==> src/rtl/axi_sram_slave.sv <==
// AXI3-style single-port SRAM slave: one transaction in flight, INCR bursts of
// 32-bit words, read data taken from a synchronous SRAM with one-cycle latency.
module axi_sram_slave #(
    parameter int unsigned ADDR_W = 14
) (
    input  logic              axi_clk,
    input  logic              axi_rst,
    // read address channel
    input  logic [3:0]        ARID_S,
    input  logic [31:0]       ARADDR_S,
    input  logic [3:0]        ARLEN_S,
    input  logic              ARVALID_S,
    output logic              ARREADY_S,
    // read data channel
    output logic [3:0]        RID_S,
    output logic [31:0]       RDATA_S,
    output logic [1:0]        RRESP_S,
    output logic              RLAST_S,
    output logic              RVALID_S,
    input  logic              RREADY_S,
    // write address channel
    input  logic [3:0]        AWID_S,
    input  logic [31:0]       AWADDR_S,
    input  logic [3:0]        AWLEN_S,
    input  logic              AWVALID_S,
    output logic              AWREADY_S,
    // write data channel
    input  logic [31:0]       WDATA_S,
    input  logic [3:0]        WSTRB_S,
    input  logic              WLAST_S,
    input  logic              WVALID_S,
    output logic              WREADY_S,
    // write response channel
    output logic [3:0]        BID_S,
    output logic [1:0]        BRESP_S,
    output logic              BVALID_S,
    input  logic              BREADY_S,
    // SRAM port
    output logic              SRAM_CEB,
    output logic [3:0]        SRAM_WEB,
    output logic [ADDR_W-1:0] SRAM_A,
    output logic [31:0]       SRAM_DI,
    input  logic [31:0]       SRAM_DO
);

    localparam logic [2:0] S_IDLE   = 3'd0;
    localparam logic [2:0] S_R_REQ  = 3'd1;
    localparam logic [2:0] S_R_RESP = 3'd2;
    localparam logic [2:0] S_W_DATA = 3'd3;
    localparam logic [2:0] S_B_RESP = 3'd4;

    logic [2:0]        r_state;
    logic [3:0]        r_id;
    logic [3:0]        r_len;
    logic [3:0]        r_cnt;
    logic [ADDR_W-1:0] r_addr;
    logic              r_err;

    logic w_last_beat;
    logic w_unused;

    assign w_last_beat = (r_cnt == r_len);

    // Byte-lane bits and bits above the SRAM word range are not decoded.
    assign w_unused = ^{ARADDR_S[31:ADDR_W+2], ARADDR_S[1:0],
                        AWADDR_S[31:ADDR_W+2], AWADDR_S[1:0]};

    // Latched ID/address stay visible on the outputs; everything else is per-state.
    assign RID_S   = r_id;
    assign BID_S   = r_id;
    assign RRESP_S = 2'b00;
    assign SRAM_A  = r_addr;

    // Channel handshakes and SRAM strobes decoded from the current state.
    always_comb begin
        ARREADY_S = 1'b0;
        AWREADY_S = 1'b0;
        RVALID_S  = 1'b0;
        RDATA_S   = '0;
        RLAST_S   = 1'b0;
        WREADY_S  = 1'b0;
        BVALID_S  = 1'b0;
        BRESP_S   = 2'b00;
        SRAM_CEB  = 1'b1;
        SRAM_WEB  = 4'hF;
        SRAM_DI   = '0;
        case (r_state)
            S_IDLE: begin
                ARREADY_S = 1'b1;
                AWREADY_S = ~ARVALID_S;
            end
            S_R_REQ: begin
                SRAM_CEB = 1'b0;
            end
            S_R_RESP: begin
                RVALID_S = 1'b1;
                RDATA_S  = SRAM_DO;
                RLAST_S  = w_last_beat;
            end
            S_W_DATA: begin
                WREADY_S = 1'b1;
                if (WVALID_S) begin
                    SRAM_CEB = 1'b0;
                    SRAM_WEB = ~WSTRB_S;
                    SRAM_DI  = WDATA_S;
                end
            end
            S_B_RESP: begin
                BVALID_S = 1'b1;
                BRESP_S  = r_err ? 2'b10 : 2'b00;
            end
            default: ;
        endcase
    end

    // Transaction sequencing, burst address/count tracking and WLAST checking.
    always_ff @(posedge axi_clk) begin
        if (axi_rst) begin
            r_state <= S_IDLE;
            r_id    <= '0;
            r_len   <= '0;
            r_cnt   <= '0;
            r_addr  <= '0;
            r_err   <= 1'b0;
        end else begin
            case (r_state)
                S_IDLE: begin
                    if (ARVALID_S) begin
                        r_id    <= ARID_S;
                        r_addr  <= ARADDR_S[ADDR_W+1:2];
                        r_len   <= ARLEN_S;
                        r_cnt   <= '0;
                        r_state <= S_R_REQ;
                    end else if (AWVALID_S) begin
                        r_id    <= AWID_S;
                        r_addr  <= AWADDR_S[ADDR_W+1:2];
                        r_len   <= AWLEN_S;
                        r_cnt   <= '0;
                        r_state <= S_W_DATA;
                    end
                end
                S_R_REQ: begin
                    r_state <= S_R_RESP;
                end
                S_R_RESP: begin
                    if (RREADY_S) begin
                        if (w_last_beat) begin
                            r_state <= S_IDLE;
                        end else begin
                            r_addr  <= r_addr + 1'b1;
                            r_cnt   <= r_cnt + 4'd1;
                            r_state <= S_R_REQ;
                        end
                    end
                end
                S_W_DATA: begin
                    if (WVALID_S) begin
                        // Burst length comes from AWLEN only; WLAST is just cross-checked.
                        if (WLAST_S != w_last_beat) begin
                            r_err <= 1'b1;
                        end
                        if (w_last_beat) begin
                            r_state <= S_B_RESP;
                        end else begin
                            r_addr <= r_addr + 1'b1;
                            r_cnt  <= r_cnt + 4'd1;
                        end
                    end
                end
                S_B_RESP: begin
                    if (BREADY_S) begin
                        r_err   <= 1'b0;
                        r_state <= S_IDLE;
                    end
                end
                default: begin
                    r_state <= S_IDLE;
                end
            endcase
        end
    end

endmodule

==> config.mk <==
export PLATFORM = sky130hd
export DESIGN_NAME = axi_sram_slave
export DESIGN_NICKNAME = d
export VERILOG_FILES = /design/src/rtl/axi_sram_slave.sv
export SDC_FILE = /design/constraint.sdc
export NUM_CORES = 1
export LEC_CHECK = 0
export BUFFER_PORTS_ARGS = -buffer_cell sky130_fd_sc_hd__buf_2
export CORE_AREA = 2 2 99 101
export CTS_CLUSTER_SIZE = 25
export DETAILED_ROUTE_END_ITERATION = 16
export DIE_AREA = 0 0 101 103
export GPL_TIMING_DRIVEN = 0
export SLEW_MARGIN = 20
export SYNTH_ARGS = -nofsm -noshare
export SYNTH_HDL_FRONTEND = slang
export SYNTH_SLANG_ARGS = --single-unit
==> constraint.sdc <==
create_clock -name axi_clk -period 2.7 [get_ports axi_clk]
set_input_delay 0.135 -clock axi_clk [delete_from_list [all_inputs] [get_ports axi_clk]]
set_output_delay 0.135 -clock axi_clk [all_outputs]
set_load 0.1 [all_outputs]
# Yosys cells after proc, flatten, opt, wreduce, memory -nomap -nowiden
# Index checks and enable logic that the tools add are counted.
[op_classes]
mux = 43
add_sub_neg = 2
reduce_logical = 8
eq_ne = 12
bitwise_logic = 2
[op_table]
columns = ["op", "count"]
rows = [
  ["32-bit two-way mux", 3],
  ["14-bit two-way mux", 5],
  ["4-bit two-way mux", 11],
  ["14-bit case mux with 3 select lines", 1],
  ["3-bit two-way mux", 6],
  ["3-bit case mux with 5 select lines", 1],
  ["14-bit by 1-bit adder with 14-bit output (second input constant)", 1],
  ["4-bit case mux with 3 select lines", 1],
  ["1-bit two-way mux", 11],
  ["2-bit inequality test (second input constant)", 5],
  ["4-bit AND reduction", 2],
  ["3-bit by 2-bit equality test with 1-bit output (second input constant)", 2],
  ["5-bit AND reduction", 1],
  ["4-bit by 1-bit adder with 4-bit output (second input constant)", 1],
  ["4-bit equality test", 1],
  ["2-bit two-way mux", 2],
  ["4-bit inverter", 1],
  ["1-bit case mux with 2 select lines", 2],
  ["2-bit nonzero test", 2],
  ["3-bit by 1-bit equality test with 1-bit output (second input constant)", 1],
  ["3-bit equality test (second input constant)", 1],
  ["3-bit zero test", 1],
  ["3-bit inequality test (second input constant)", 1],
  ["3-bit nonzero test", 1],
  ["3 further kinds", 3],
]
[totals]
in_bits = 156
ff_bits = 30

# Depth between registers and ports, before layout
[logic_depth]
word_depth = 5
depth_mapped = 7
mapped_depth_nobuf = 6

# Least setup slack after synthesis
# Ideal clock, no wire load.
[synth_path]
path_kind = "register -> output"
from = "register r_state[1]"
to = "output port AWREADY_S"
required_ps = 2565
t_arrival_ps = 3645
path_slack_ps = -1080
path_stages_with_launch = 5
n_path_buf = 3
cell_sequence = "dfxtp_1 > buf_4 > clkbuf_1 > clkbuf_1 > nor4_1"
[synth_via]
elab_chain_cells = 2
[synth_rtl]
columns = ["element", "line", "source"]
rows = [
  ["start, declared", "52", "logic [2:0] r_state;"],
  ["start signal, assigned", "119", "r_state <= S_IDLE;"],
  ["start signal, assigned", "133", "r_state <= S_R_REQ;"],
  ["start signal, assigned", "139", "r_state <= S_W_DATA;"],
  ["3-bit zero test", "87", "case (r_state)"],
  ["1-bit two-way mux", "87", ""],
  ["end, declared", "26", "output logic AWREADY_S,"],
]
# Every way passes these cells.

# Worst setup path after layout
[layout_path]
from = "register r_state[0]"
to = "output port SRAM_DI[8]"
[layout_via]
elab_chain_cells = 2
[layout_rtl]
columns = ["element", "line", "source"]
rows = [
  ["3-bit by 2-bit equality test with 1-bit output", "87", ""],
  ["32-bit two-way mux", "87", ""],
  ["end, declared", "42", "output logic [31:0] SRAM_DI,"],
]
# Every way passes these cells.

==> out/summary.txt <==
Crit Path Category: flip-flop to output port
area of the multi-input gates: 1690 µm²
first-pass GRT wire length: 13.9 mm
Clk pwr share: 0.079
P_leak: 0.00214 µW
Root Driver: clkbuf_8
Reg2Reg Capture Point: SRAM_A[1]
largest net degree at the start of global routing: 11
Critical R2R Launch: r_state[0]
Max-Cap Viols: 0
pwr dens: 1440 nW/µm²
CTS tree: yes
Yosys reg bits: 30
Post-Syn Area: 2470 µm²
row count: 36
die footprint: 10400 µm²
Final Slew Violations: 0
Die Wd: 101 µm
Residual DRC: 0
Mapped Cells: 317
Seq pwr share: 0.142
Detail Route Antenna Nets: 0
synthesized area per cell: 7.80 µm²
Max Root-Sink Buffers: 2
Startpoint Class: flip-flop
Final TNS setup: 0 ns
CTS Hold Bufs: 0
Internal Power: 1750 µW
Async S/R FF share, synth: 0
Final period util: 0.928
Worst Max-Slew Pin Slew: 0.668 ns
Hold WC Path Type: input port to flip-flop
initial antenna violation count: 0
DR vias: 3168
R2R depth: 6
n_diodes: 0
Avg WL per Cell: 15.1 µm
H-tree Lvls: 2
Nets: 700
Worst EP arrival: 2.37 ns
initial DRC count: 132
Max VDD drop: 0.000677 V
Max Fclk: 399 MHz
number of flops mapped to enable cells by yosys: 0
Reg2Reg Setup Slack: 0.69 ns
hold slack: 0.0469 ns
dominant synthesized flop cell: dfxtp_1
setup slack after layout: 0.193 ns
core area: 9460 µm²
drt via density: 4.82
number of cells on the worst hold path: 2
hpwl dp: 8.27 mm
starting density of the core: 0.261
Die Y: 103 µm
minimum clock period: 2.51 ns
Area Overhead vs Synth: 55.0%
number of library cell types mapped by synthesis: 53
unrepaired setup endpoints after global routing: no
clock skew: 0.00455 ns
Cell Area, Placed: 3710 µm²
CP Max Fanout: 10
Clock Pin Slew Worst Setup and Hold Paths: 0.07 ns
All-Layer GR Usage: 0.171
WL final: 9.92 mm
GRT overflow: 0
clk sinks: 30
Syn. warnings: 0
Sw Ratio: 0.684
Worst slew margin: 0.554
CTS Buf Count: 5
Seq/Total Area, Yosys: 0.243
proportion of layout cells with a drive suffix above 1: 0.477
Hold Path Sink: r_err
logic gate share of total power: 0.778
hold path startpoint: BREADY_S
routability cong.: 0.874
Post-CTS Setup Bufs: 0
Skew-Pair Late Insertion Delay: 0.28 ns
Critical Path RT: 2.57 ns
run status: finished, final reports clean
vias in the first global route: 2789
Hold Fails Final Rpt: 0
number of port buffers: 216
Switching Power: 3770 µW
Placement Setup Slack: 0.408 ns
Ports: 257
Filler cells: 995
Worst setup EP type: output port
Reg area: 601 µm²
final setup violation count: 0
DR pass1 iterations: 4
Final Cell Area: 3830 µm²
==> cells in the mapped netlist, drive strengths merged (2+ instances only) <==
cell type	number	share of area
mux2i	21	0.085
nor4	4	0.013
dfxtp	30	0.24
a2bb2oi	2	0.0071
and3	36	0.091
nor2b	3	0.0076
o31a	2	0.0071
o21ai	4	0.0081
mux2	3	0.014
o31ai	2	0.0061
o221a	4	0.018
ha	2	0.010
buf	17	0.048
nor3	11	0.026
nor2	24	0.036
o21a	2	0.0061
nand4	2	0.0051
a211oi	12	0.036
a21oi	22	0.049
inv	3	0.0046
clkbuf	18	0.027
and2	37	0.094
nand2	18	0.027
xor2	5	0.018
nand3	10	0.022
xnor2	3	0.011
nand2b	2	0.0051
==> worst max-delay path by stage <==
stage	depth (start not counted)	start	slack [ns]	endpoint
final	6	r_state[0]	0.19	SRAM_DI[8]
after global routing	6	r_state[0]	0.003	SRAM_DI[14]
after CTS	6	r_state[0]	0.11	SRAM_DI[13]
after detailed placement	6	r_state[0]	0.41	SRAM_DI[13]
after global placement	6	r_state[0]	0.46	SRAM_DI[13]
after floorplan	6	r_state[2]	0.04	BID_S[0]
==> routing by layer <==
metal	track usage	vias up	wire [µm]
met5	0	-	0
met1	0.211	1434	4120
met3	0.0264	11	649
li1	-	1579	-
met2	0.315	144	5040
met4	0.0395	0	103
==> registers in the layout, summed over array words and instances, names as in the netlist <==
signal   count
r_len        4
r_err        1
SRAM_A      14
BID_S        4
r_cnt        4
r_state      3
==> timing repair <==
item / CTS / global route
hold endpoints to repair: 0 / 0
endpoints found under the setup margin: 0 / 3
resized for setup: 0 / 3
==> cell type report <==
type / count / area share
Multi-Input combinational cell: 251 / 0.442
Timing Repair Buffer: 216 / 0.284
Inverter: 3 / 0.00294
Clock buffer: 8 / 0.0287
Sequential cell: 30 / 0.157
Buffer: 35 / 0.0486
Tap cell: 114 / 0.0372
==> placed cells by master, fill, tap and decap left out, types with 2 or more instances in the layout <==
master     count
clkbuf_8       8
and3_1        36
ha_1           2
o21ai_0        3
buf_4          9
nor3_1         8
mux2_2         3
o21a_1         2
a2bb2oi_1      2
nor2_1        24
nand3_1        9
o31a_1         2
conb_1         3
nand2_1       18
clkbuf_1      18
a21oi_1       21
buf_2        218
clkbuf_4       3
nor4_1         2
nor4_2         2
dfxtp_1       30
o221a_2        4
and2_1        37
nor2b_1        3
inv_1          3
mux2i_1       21
o31ai_1        2
buf_6          2
nor3_2         3
xnor2_1        3
nand2b_1       2
nand4_1        2
a211oi_1      12
xor2_1         5
==> per-stage QoR <==
step | total power (µW) | util | cells
floorplan | 4360 | - | 319
global placement | 5070 | 0.393 | 649
detailed placement | 5100 | 0.393 | 649
CTS | 5540 | 0.404 | 657
global route | 5810 | 0.405 | 657
finish | 5520 | 0.405 | 657
==> cell families after synthesis <==
group	share of synthesized area
compound gates	0.187
xor+xnor	0.0283
fa+ha+maj	0.0101
buf+inv	0.0800
flops	0.243
mux	0.0987
other cells	0.00152
simple gates	0.352
==> critical path, cell delays in order (launching register included) <==
cell	delay, ns
dfxtp_1	0.40
nor2b_1	0.29
and3_1	0.19
clkbuf_1	0.28
clkbuf_1	0.31
and2_1	0.18
buf_2	0.42
==> power by group through the flow <==
stage               logic [µW]  registers (µW)  clock network (µW)
finish                    4290             784                 438
global route              4530             810                 471
global placement          4280             785                   0
detailed placement        4300             792                   0
floorplan                 2790            1570                   0
CTS                       4310             783                 448
No activity file was read; power rests on OpenSTA's default activity.
